## config.mk

```make
export PLATFORM = sky130hd
export DESIGN_NAME = reg_window_ctrl
export DESIGN_NICKNAME = d
export VERILOG_FILES = /design/src/rtl/reg_window_ctrl.sv
export SDC_FILE = /design/constraint.sdc
export NUM_CORES = 1
export LEC_CHECK = 0
export ABC_AREA = 1
export CAP_MARGIN = 20
export CORE_MARGIN = 2
export CORE_UTILIZATION = 38
export DETAILED_ROUTE_END_ITERATION = 7
export PLACE_DENSITY = 0.77
export SYNTH_ARGS = -nofsm -noshare
export SYNTH_HDL_FRONTEND = slang
export SYNTH_SLANG_ARGS = --single-unit
```

## constraint.sdc

```tcl
create_clock -name clk -period 3.95 [get_ports clk]
set_clock_uncertainty 0.15 [all_clocks]
set_input_delay 0.79 -clock clk [delete_from_list [all_inputs] [get_ports clk]]
set_output_delay 0.79 -clock clk [all_outputs]
set_load 0.005 [all_outputs]
```

## src/rtl/reg_window_ctrl.sv

```systemverilog
// Register window controller: CWP/WIM state, window requests, physical row mapping.
// Optional REGWIN_TRAP_CNT_EN adds saturating overflow/underflow trap counters.
module reg_window_ctrl #(
    parameter int NWINDOWS = 8,
    parameter int REG_BITS_SIZE = 5,
    parameter int INST_SIZE = 32,
    localparam int CWP_BITS = $clog2(NWINDOWS),
    localparam int PHYS_BITS = $clog2(8 + 16 * NWINDOWS)
) (
    input  logic                     clk,
    input  logic                     reset,
    input  logic                     op_valid,
    output logic                     op_ready,
    input  logic [2:0]               op_type,
    input  logic [INST_SIZE-1:0]     op_data,
    output logic                     op_done,
    output logic                     op_trapped,
    output logic                     op_err,
    output logic                     trap_req,
    output logic [7:0]               trap_type,
    input  logic                     trap_ack,
    input  logic [REG_BITS_SIZE-1:0] rs1,
    input  logic [REG_BITS_SIZE-1:0] rs2,
    input  logic [REG_BITS_SIZE-1:0] rd,
    output logic [PHYS_BITS-1:0]     prs1,
    output logic [PHYS_BITS-1:0]     prs2,
    output logic [PHYS_BITS-1:0]     prd,
    output logic [CWP_BITS-1:0]      cwp,
    output logic [NWINDOWS-1:0]      wim
`ifdef REGWIN_TRAP_CNT_EN
    ,
    output logic [15:0]              ovf_cnt,
    output logic [15:0]              unf_cnt
`endif
);

    localparam int ROW_BITS = CWP_BITS + 4;

    typedef enum logic [1:0] {IDLE, EXEC, TRAP} state_t;

    state_t                 state_q, state_d;
    logic [2:0]             type_q, type_d;
    logic [INST_SIZE-1:0]   data_q, data_d;
    logic [CWP_BITS-1:0]    cwp_d, dec_cwp, inc_cwp;
    logic [NWINDOWS-1:0]    wim_d;
    logic                   done_d, trapped_d, err_d, treq_d;
    logic [7:0]             ttype_d;
    logic                   ovf_inc, unf_inc;
    logic                   is_save, is_rest, is_wrcwp, is_wrwim, is_tenter, is_rett;

    // Windowed rows wrap modulo 16*NWINDOWS, a power of two, so truncation does the mod.
    function automatic logic [PHYS_BITS-1:0] phys_row(
        input logic [CWP_BITS-1:0]      w,
        input logic [REG_BITS_SIZE-1:0] r
    );
        logic [ROW_BITS-1:0] off;
        off = {w, 4'b0000} + ROW_BITS'(r - REG_BITS_SIZE'(8));
        if (r < REG_BITS_SIZE'(8))
            return PHYS_BITS'(r);
        return PHYS_BITS'(off) + PHYS_BITS'(8);
    endfunction

    assign prs1     = phys_row(cwp, rs1);
    assign prs2     = phys_row(cwp, rs2);
    assign prd      = phys_row(cwp, rd);
    assign op_ready = (state_q == IDLE);

    assign dec_cwp   = cwp - CWP_BITS'(1);
    assign inc_cwp   = cwp + CWP_BITS'(1);
    assign is_save   = (type_q == 3'b000);
    assign is_rest   = (type_q == 3'b001);
    assign is_wrcwp  = (type_q == 3'b010);
    assign is_wrwim  = (type_q == 3'b011);
    assign is_tenter = (type_q == 3'b100);
    assign is_rett   = (type_q == 3'b101);

    always_comb begin
        state_d   = state_q;
        type_d    = type_q;
        data_d    = data_q;
        cwp_d     = cwp;
        wim_d     = wim;
        done_d    = 1'b0;
        trapped_d = 1'b0;
        err_d     = 1'b0;
        treq_d    = trap_req;
        ttype_d   = trap_type;
        ovf_inc   = 1'b0;
        unf_inc   = 1'b0;
        unique case (state_q)
            IDLE: begin
                if (op_valid) begin
                    type_d  = op_type;
                    data_d  = op_data;
                    state_d = EXEC;
                end
            end
            EXEC: begin
                state_d = IDLE;
                done_d  = 1'b1;
                unique case (1'b1)
                    is_save: begin
                        if (wim[dec_cwp]) begin
                            done_d  = 1'b0;
                            treq_d  = 1'b1;
                            ttype_d = 8'h05;
                            ovf_inc = 1'b1;
                            state_d = TRAP;
                        end else begin
                            cwp_d = dec_cwp;
                        end
                    end
                    is_rest, is_rett: begin
                        if (wim[inc_cwp]) begin
                            done_d  = 1'b0;
                            treq_d  = 1'b1;
                            ttype_d = 8'h06;
                            unf_inc = 1'b1;
                            state_d = TRAP;
                        end else begin
                            cwp_d = inc_cwp;
                        end
                    end
                    is_tenter: cwp_d = dec_cwp;
                    is_wrcwp: begin
                        if (data_q >= INST_SIZE'(NWINDOWS))
                            err_d = 1'b1;
                        else
                            cwp_d = data_q[CWP_BITS-1:0];
                    end
                    is_wrwim: wim_d = data_q[NWINDOWS-1:0];
                    default: err_d = 1'b1;
                endcase
            end
            TRAP: begin
                if (trap_ack) begin
                    treq_d    = 1'b0;
                    done_d    = 1'b1;
                    trapped_d = 1'b1;
                    state_d   = IDLE;
                end
            end
            default: state_d = IDLE;
        endcase
    end

    always_ff @(posedge clk or negedge reset) begin
        if (!reset) begin
            state_q    <= IDLE;
            type_q     <= 3'b000;
            data_q     <= '0;
            cwp        <= '0;
            wim        <= NWINDOWS'(2);
            op_done    <= 1'b0;
            op_trapped <= 1'b0;
            op_err     <= 1'b0;
            trap_req   <= 1'b0;
            trap_type  <= 8'h00;
        end else begin
            state_q    <= state_d;
            type_q     <= type_d;
            data_q     <= data_d;
            cwp        <= cwp_d;
            wim        <= wim_d;
            op_done    <= done_d;
            op_trapped <= trapped_d;
            op_err     <= err_d;
            trap_req   <= treq_d;
            trap_type  <= ttype_d;
        end
    end

`ifdef REGWIN_TRAP_CNT_EN
    always_ff @(posedge clk or negedge reset) begin
        if (!reset) begin
            ovf_cnt <= 16'h0000;
            unf_cnt <= 16'h0000;
        end else begin
            if (ovf_inc && ovf_cnt != 16'hFFFF)
                ovf_cnt <= ovf_cnt + 16'h0001;
            if (unf_inc && unf_cnt != 16'hFFFF)
                unf_cnt <= unf_cnt + 16'h0001;
        end
    end
`else
    logic unused_cnt;
    assign unused_cnt = ovf_inc ^ unf_inc;
`endif

endmodule

```

Word level (Yosys, flattened, before mapping) --
Cells that the tools add are included.
Cells by class: add/subtract/negate cells 11, magnitude comparators 6, equality and inequality tests 17, mux-type cells 40, reduce and logical (&&, ||, !) cells 13
Operators with widths (count):
- 8-bit 2-to-1 mux | 8
- 32-bit by 4-bit greater-or-equal comparator with 1-bit output (second input constant) | 1
- 7-bit by 4-bit adder with 8-bit output (second input constant) | 3
- 7-bit adder | 3
- 5-bit by 4-bit subtractor with 6-bit output (second input constant) | 3
- 8-bit one-hot mux with 2 select lines | 1
- 5-bit by 4-bit < comparator with 1-bit output (second input constant) | 3
- 1-bit 2-to-1 mux | 14
- 2-bit inequality test (second input constant) | 6
- 3-bit one-hot mux with 4 select lines | 1
- 1-bit one-hot mux with 2 select lines | 5
- 5-bit AND reduction | 2
- 3-bit 2-to-1 mux | 3
- 3-bit by 4-bit < comparator with 1-bit output (second input constant) | 2
- 2-bit 2-to-1 mux | 4
- 1-bit binary-select mux with 3-bit select | 2
- 3-bit by 2-bit equality test with 1-bit output (second input constant) | 2
- 3-bit equality test (second input constant) | 2
- 3-bit inequality test (second input constant) | 2
- 2-bit one-hot mux with 3 select lines | 1
- 2-bit AND reduction | 3
- 5-bit OR reduction | 1
- 2-bit one-hot mux with 2 select lines | 1
- 4-bit AND reduction | 1
- other kinds (12) | 13
Word-level totals: flip-flop bits (word level) 60, output and inout port bits 48, word-level logic and storage cells 97

Logic depth before layout (Yosys ltp) --
word-level depth 6, gate-level depth with buffers 11, gate-level depth less buffers 11

Least setup slack after synthesis --
Ideal clock, no wire load.
path kind input port to output port, start in rs1[3], end out prs1[6], arrival time 2.182 ns, data required time 3.010 ns, setup slack 0.828 ns, stages on the path 8, path buffers 0, path through inv_1 -> ha_1 -> inv_1 -> ha_1 -> fa_1 -> nand3_1 -> a21oi_1 -> o21a_1
Between the ends: word-level cells in the longest chain between the ends 4
RTL lines:
- from (decl) | line 22 | input logic [REG_BITS_SIZE-1:0] rs1,
- 5-bit by 4-bit subtractor with 6-bit output | line 57 | off = {w, 4'b0000} + ROW_BITS'(r - REG_BITS_SIZE'(8));
- 7-bit adder | line 57
- 7-bit by 4-bit adder with 8-bit output | line 60 | return PHYS_BITS'(off) + PHYS_BITS'(8);
- 8-bit 2-to-1 mux (*) | line 60
- to (decl) | line 25 | output logic [PHYS_BITS-1:0] prs1,
Mark *: on every way between the ends. The rest lies on a longest branch, timed or not.

Worst setup path in the final report --
start in rs2[4], end out prs2[6]
Between the ends: word-level cells in the longest chain between the ends 4
RTL lines:
- from (decl) | line 23 | input logic [REG_BITS_SIZE-1:0] rs2,
- 5-bit by 4-bit subtractor with 6-bit output | line 57
- 7-bit adder | line 57
- 7-bit by 4-bit adder with 8-bit output | line 60
- 8-bit 2-to-1 mux (*) | line 60
- to (decl) | line 26 | output logic [PHYS_BITS-1:0] prs2,
Marked as above.

==> results.txt <==
RSZ-0062 raised after global routing - false
Synth warn - 0
Tot Pwr - 2940 uW
Final Hold Fails - 0
DR pass1 iterations - 4
Vias post-DR - 2462
Fin area - 0.00408 mm2
Max Fclk - 0.260 GHz
Setup TNS - 0 ns
Area Overhead vs Synth - 33.3%
Avg WL per Cell - 12.0 um
Largest net degree at the start of global routing - 43
Post-synthesis cell type count - 32
Clk_lat worst skew - 0.30 ns
# diodes - 0
Crit path launch - rs2[4]
GPL Wtd Cong - 0.768
LEAKAGE - 0.00193 uW
Htree depth - 2
Die Width - 93.7 um
Slew Limit Fails - 0
HPWL after DPL - 4.95 mm
Final nets - 488
Max_slew headroom - 0.396
Max FO, Critical Path - 3
Total Routing Usage GR - 0.149
Endpoint class of the critical path - output port
Most frequent cells in the layout - clkdlybuf4s50_1, nand2_1, dfrtp_1
Num CTS Buffers - 5
Row count - 32
Commonest non-fill, non-tap cell in the layout - clkdlybuf4s50_1
Die area - 0.00879 mm2
Worst hold stages - 2
Worst r2r src - cwp[0]
Initial DRC count - 115
R2R Setup Slk - 1.72 ns
Fin crit share - 0.973
Vias in the first global route - 2468
Clock Path Buffers - 2
Slew @ Worst Pin - 0.906 ns
Buffers on Ports - 78
Layout cells sized above 1 - 0.156
R2R depth - 11
Post-layout minimum cycle time - 3.84 ns
TritonCTS clock tree - yes
Avg Inst Size Synth - 9.00 um2
Clock sink count - 55
Die Ht - 93.7 um
Worst setup path category - input port to output port
Global-route wire length before repair - 10.4 mm
Max IR drop VDD - 0.000345 V
Global route total overflow - 0
Placed Area - 0.00391 mm2
Mapped Cells - 340
DRC violations left - 0
Antenna Nets Post-Route - 0
Antenna violations before repair - 0
Worst path required time - 3.01 ns
Critical path startpoint category - input port
Via/cell ratio - 4.73
Hold WC Path Type - flip-flop to flip-flop
Mapped Area - 0.00306 mm2
Max-cap check violation count - 0
Post-synthesis sequential area ratio - 0.450
Yosys reg bits - 55
Final Setup Violations - 0
Status - finished, final reports clean
I/O pin cnt - 102
CP arrival - 2.90 ns
Fin Hold WS - 0.325 ns
CTS clk-pin slew, worst paths - 0.09 ns
Power Dens Cells - 720 mW/mm2
Clk root buf - clkbuf_8
Core area - 0.00777 mm2
Worst Min Path Start - trap_type[2]
FILL cells - 710
Starting Density - 0.394
Final wirelength - 6.24 mm
cells in the mapped netlist:
master	n	area, um2
a21oi_1	17	85.1
and2_1	1	6.26
and3_1	1	6.26
buf_2	3	15.0
buf_4	18	135
clkbuf_1	2	7.51
conb_1	1	3.75
dfrtp_1	54	1350
dfstp_2	1	26.3
fa_1	3	60.1
ha_1	14	175
inv_1	32	120
inv_2	1	3.75
mux2_2	26	293
nand2_1	62	233
nand2_2	2	12.5
nand2_4	2	22.5
nand3_1	22	110
nand3b_1	1	7.51
nand4_1	3	18.8
nor2_1	41	154
nor2_4	1	11.3
nor3_1	5	25.0
nor3b_1	3	22.5
o21a_1	2	15.0
o21ai_0	10	50.1
o21ai_1	3	15.0
o21bai_1	1	7.51
o221ai_1	2	17.5
o22ai_1	1	6.26
xnor2_1	4	35.0
xor2_1	1	8.76
state kept, by name, indices dropped and copies added, names as in the netlist:
name / cells
op_err: 1
op_done: 1
type_q: 3
op_trapped: 1
trap_req: 1
data_q: 32
state_q: 2
trap_type: 3
wim: 8
cwp: 3
metrics by stage:
step | utilization | setup slack (ns) | cells
after floorplan | - | 0.828 | 344
after global placement | 0.500 | -0.175 | 509
after detailed placement | 0.503 | -0.274 | 510
after CTS | 0.520 | 0.00562 | 519
after global routing | 0.525 | 0.00991 | 520
final | 0.525 | 0.108 | 520
report_power, final:
group | internal [uW] | leakage (uW) | switching (uW)
logic | 788 | 0.00122 | 733
clock network | 205 | 0.0000612 | 172
registers | 835 | 0.000649 | 203
total | 1830 | 0.00193 | 1110
final timing paths:
| check | end |
|---|---|
| worst min register to register | trap_type[2] |
| worst max-delay path | prs2[6] |
| min in group asynchronous | data_q[21] |
| max in group asynchronous | trap_type[0] |
| worst min-delay path | trap_type[2] |
| worst max register to register | trap_req |
logic make-up (layout without fill, tap and decap cells):
kind of cell / after synthesis / in the layout / share of synthesized area
and+or+nand+nor: 144 / 144 / 0.206
buffers and inverters: 56 / 130 / 0.0920
DFF: 55 / 55 / 0.450
AOI/OAI and AO/OA: 36 / 36 / 0.0642
muxes: 26 / 26 / 0.0957
adders and majority gates: 17 / 17 / 0.0769
xor gates and xnor gates: 5 / 5 / 0.0143
other: 1 / 5 / 0.00123
per-layer routing:
layer | routed length [um] | track usage | vias up
li1 | - | - | 1243
met1 | 2570 | 0.162 | 1120
met2 | 3020 | 0.267 | 87
met3 | 544 | 0.0457 | 12
met4 | 114 | 0.0592 | 0
met5 | 0 | 0 | -
layout make-up:
| type | count | area (um2) | share of cell area |
|---|---|---|---|
| Sequential cell | 55 | 1380 | 0.338 |
| Tap cell | 102 | 128 | 0.0313 |
| Inverter | 33 | 124 | 0.0304 |
| Multi-Input combinational cell | 233 | 1470 | 0.359 |
| Clock inverter | 2 | 35.0 | 0.00859 |
| Clock buffer | 6 | 82.6 | 0.0202 |
| Timing Repair Buffer | 89 | 867 | 0.213 |
what timing repair did:
item | in CTS | in global routing
setup buffers | 1 | 1
endpoints found under the setup margin | 9 | 4
pin swaps | 6 | 6
hold buffers | 0 | 0
resized for setup | 15 | 10
hold endpoints to repair | 0 | 0
worst max-delay path, stage by stage:
cell and delay (ns):
clkdlybuf4s50_1 0.45, inv_1 0.05, ha_1 0.26, inv_1 0.04, ha_1 0.18, fa_1 0.53, nand3_2 0.11, a21oi_2 0.14
o21a_1 0.12, dlygate4sd2_1 0.23
Note: power is estimated with default switching activity, not from simulation.
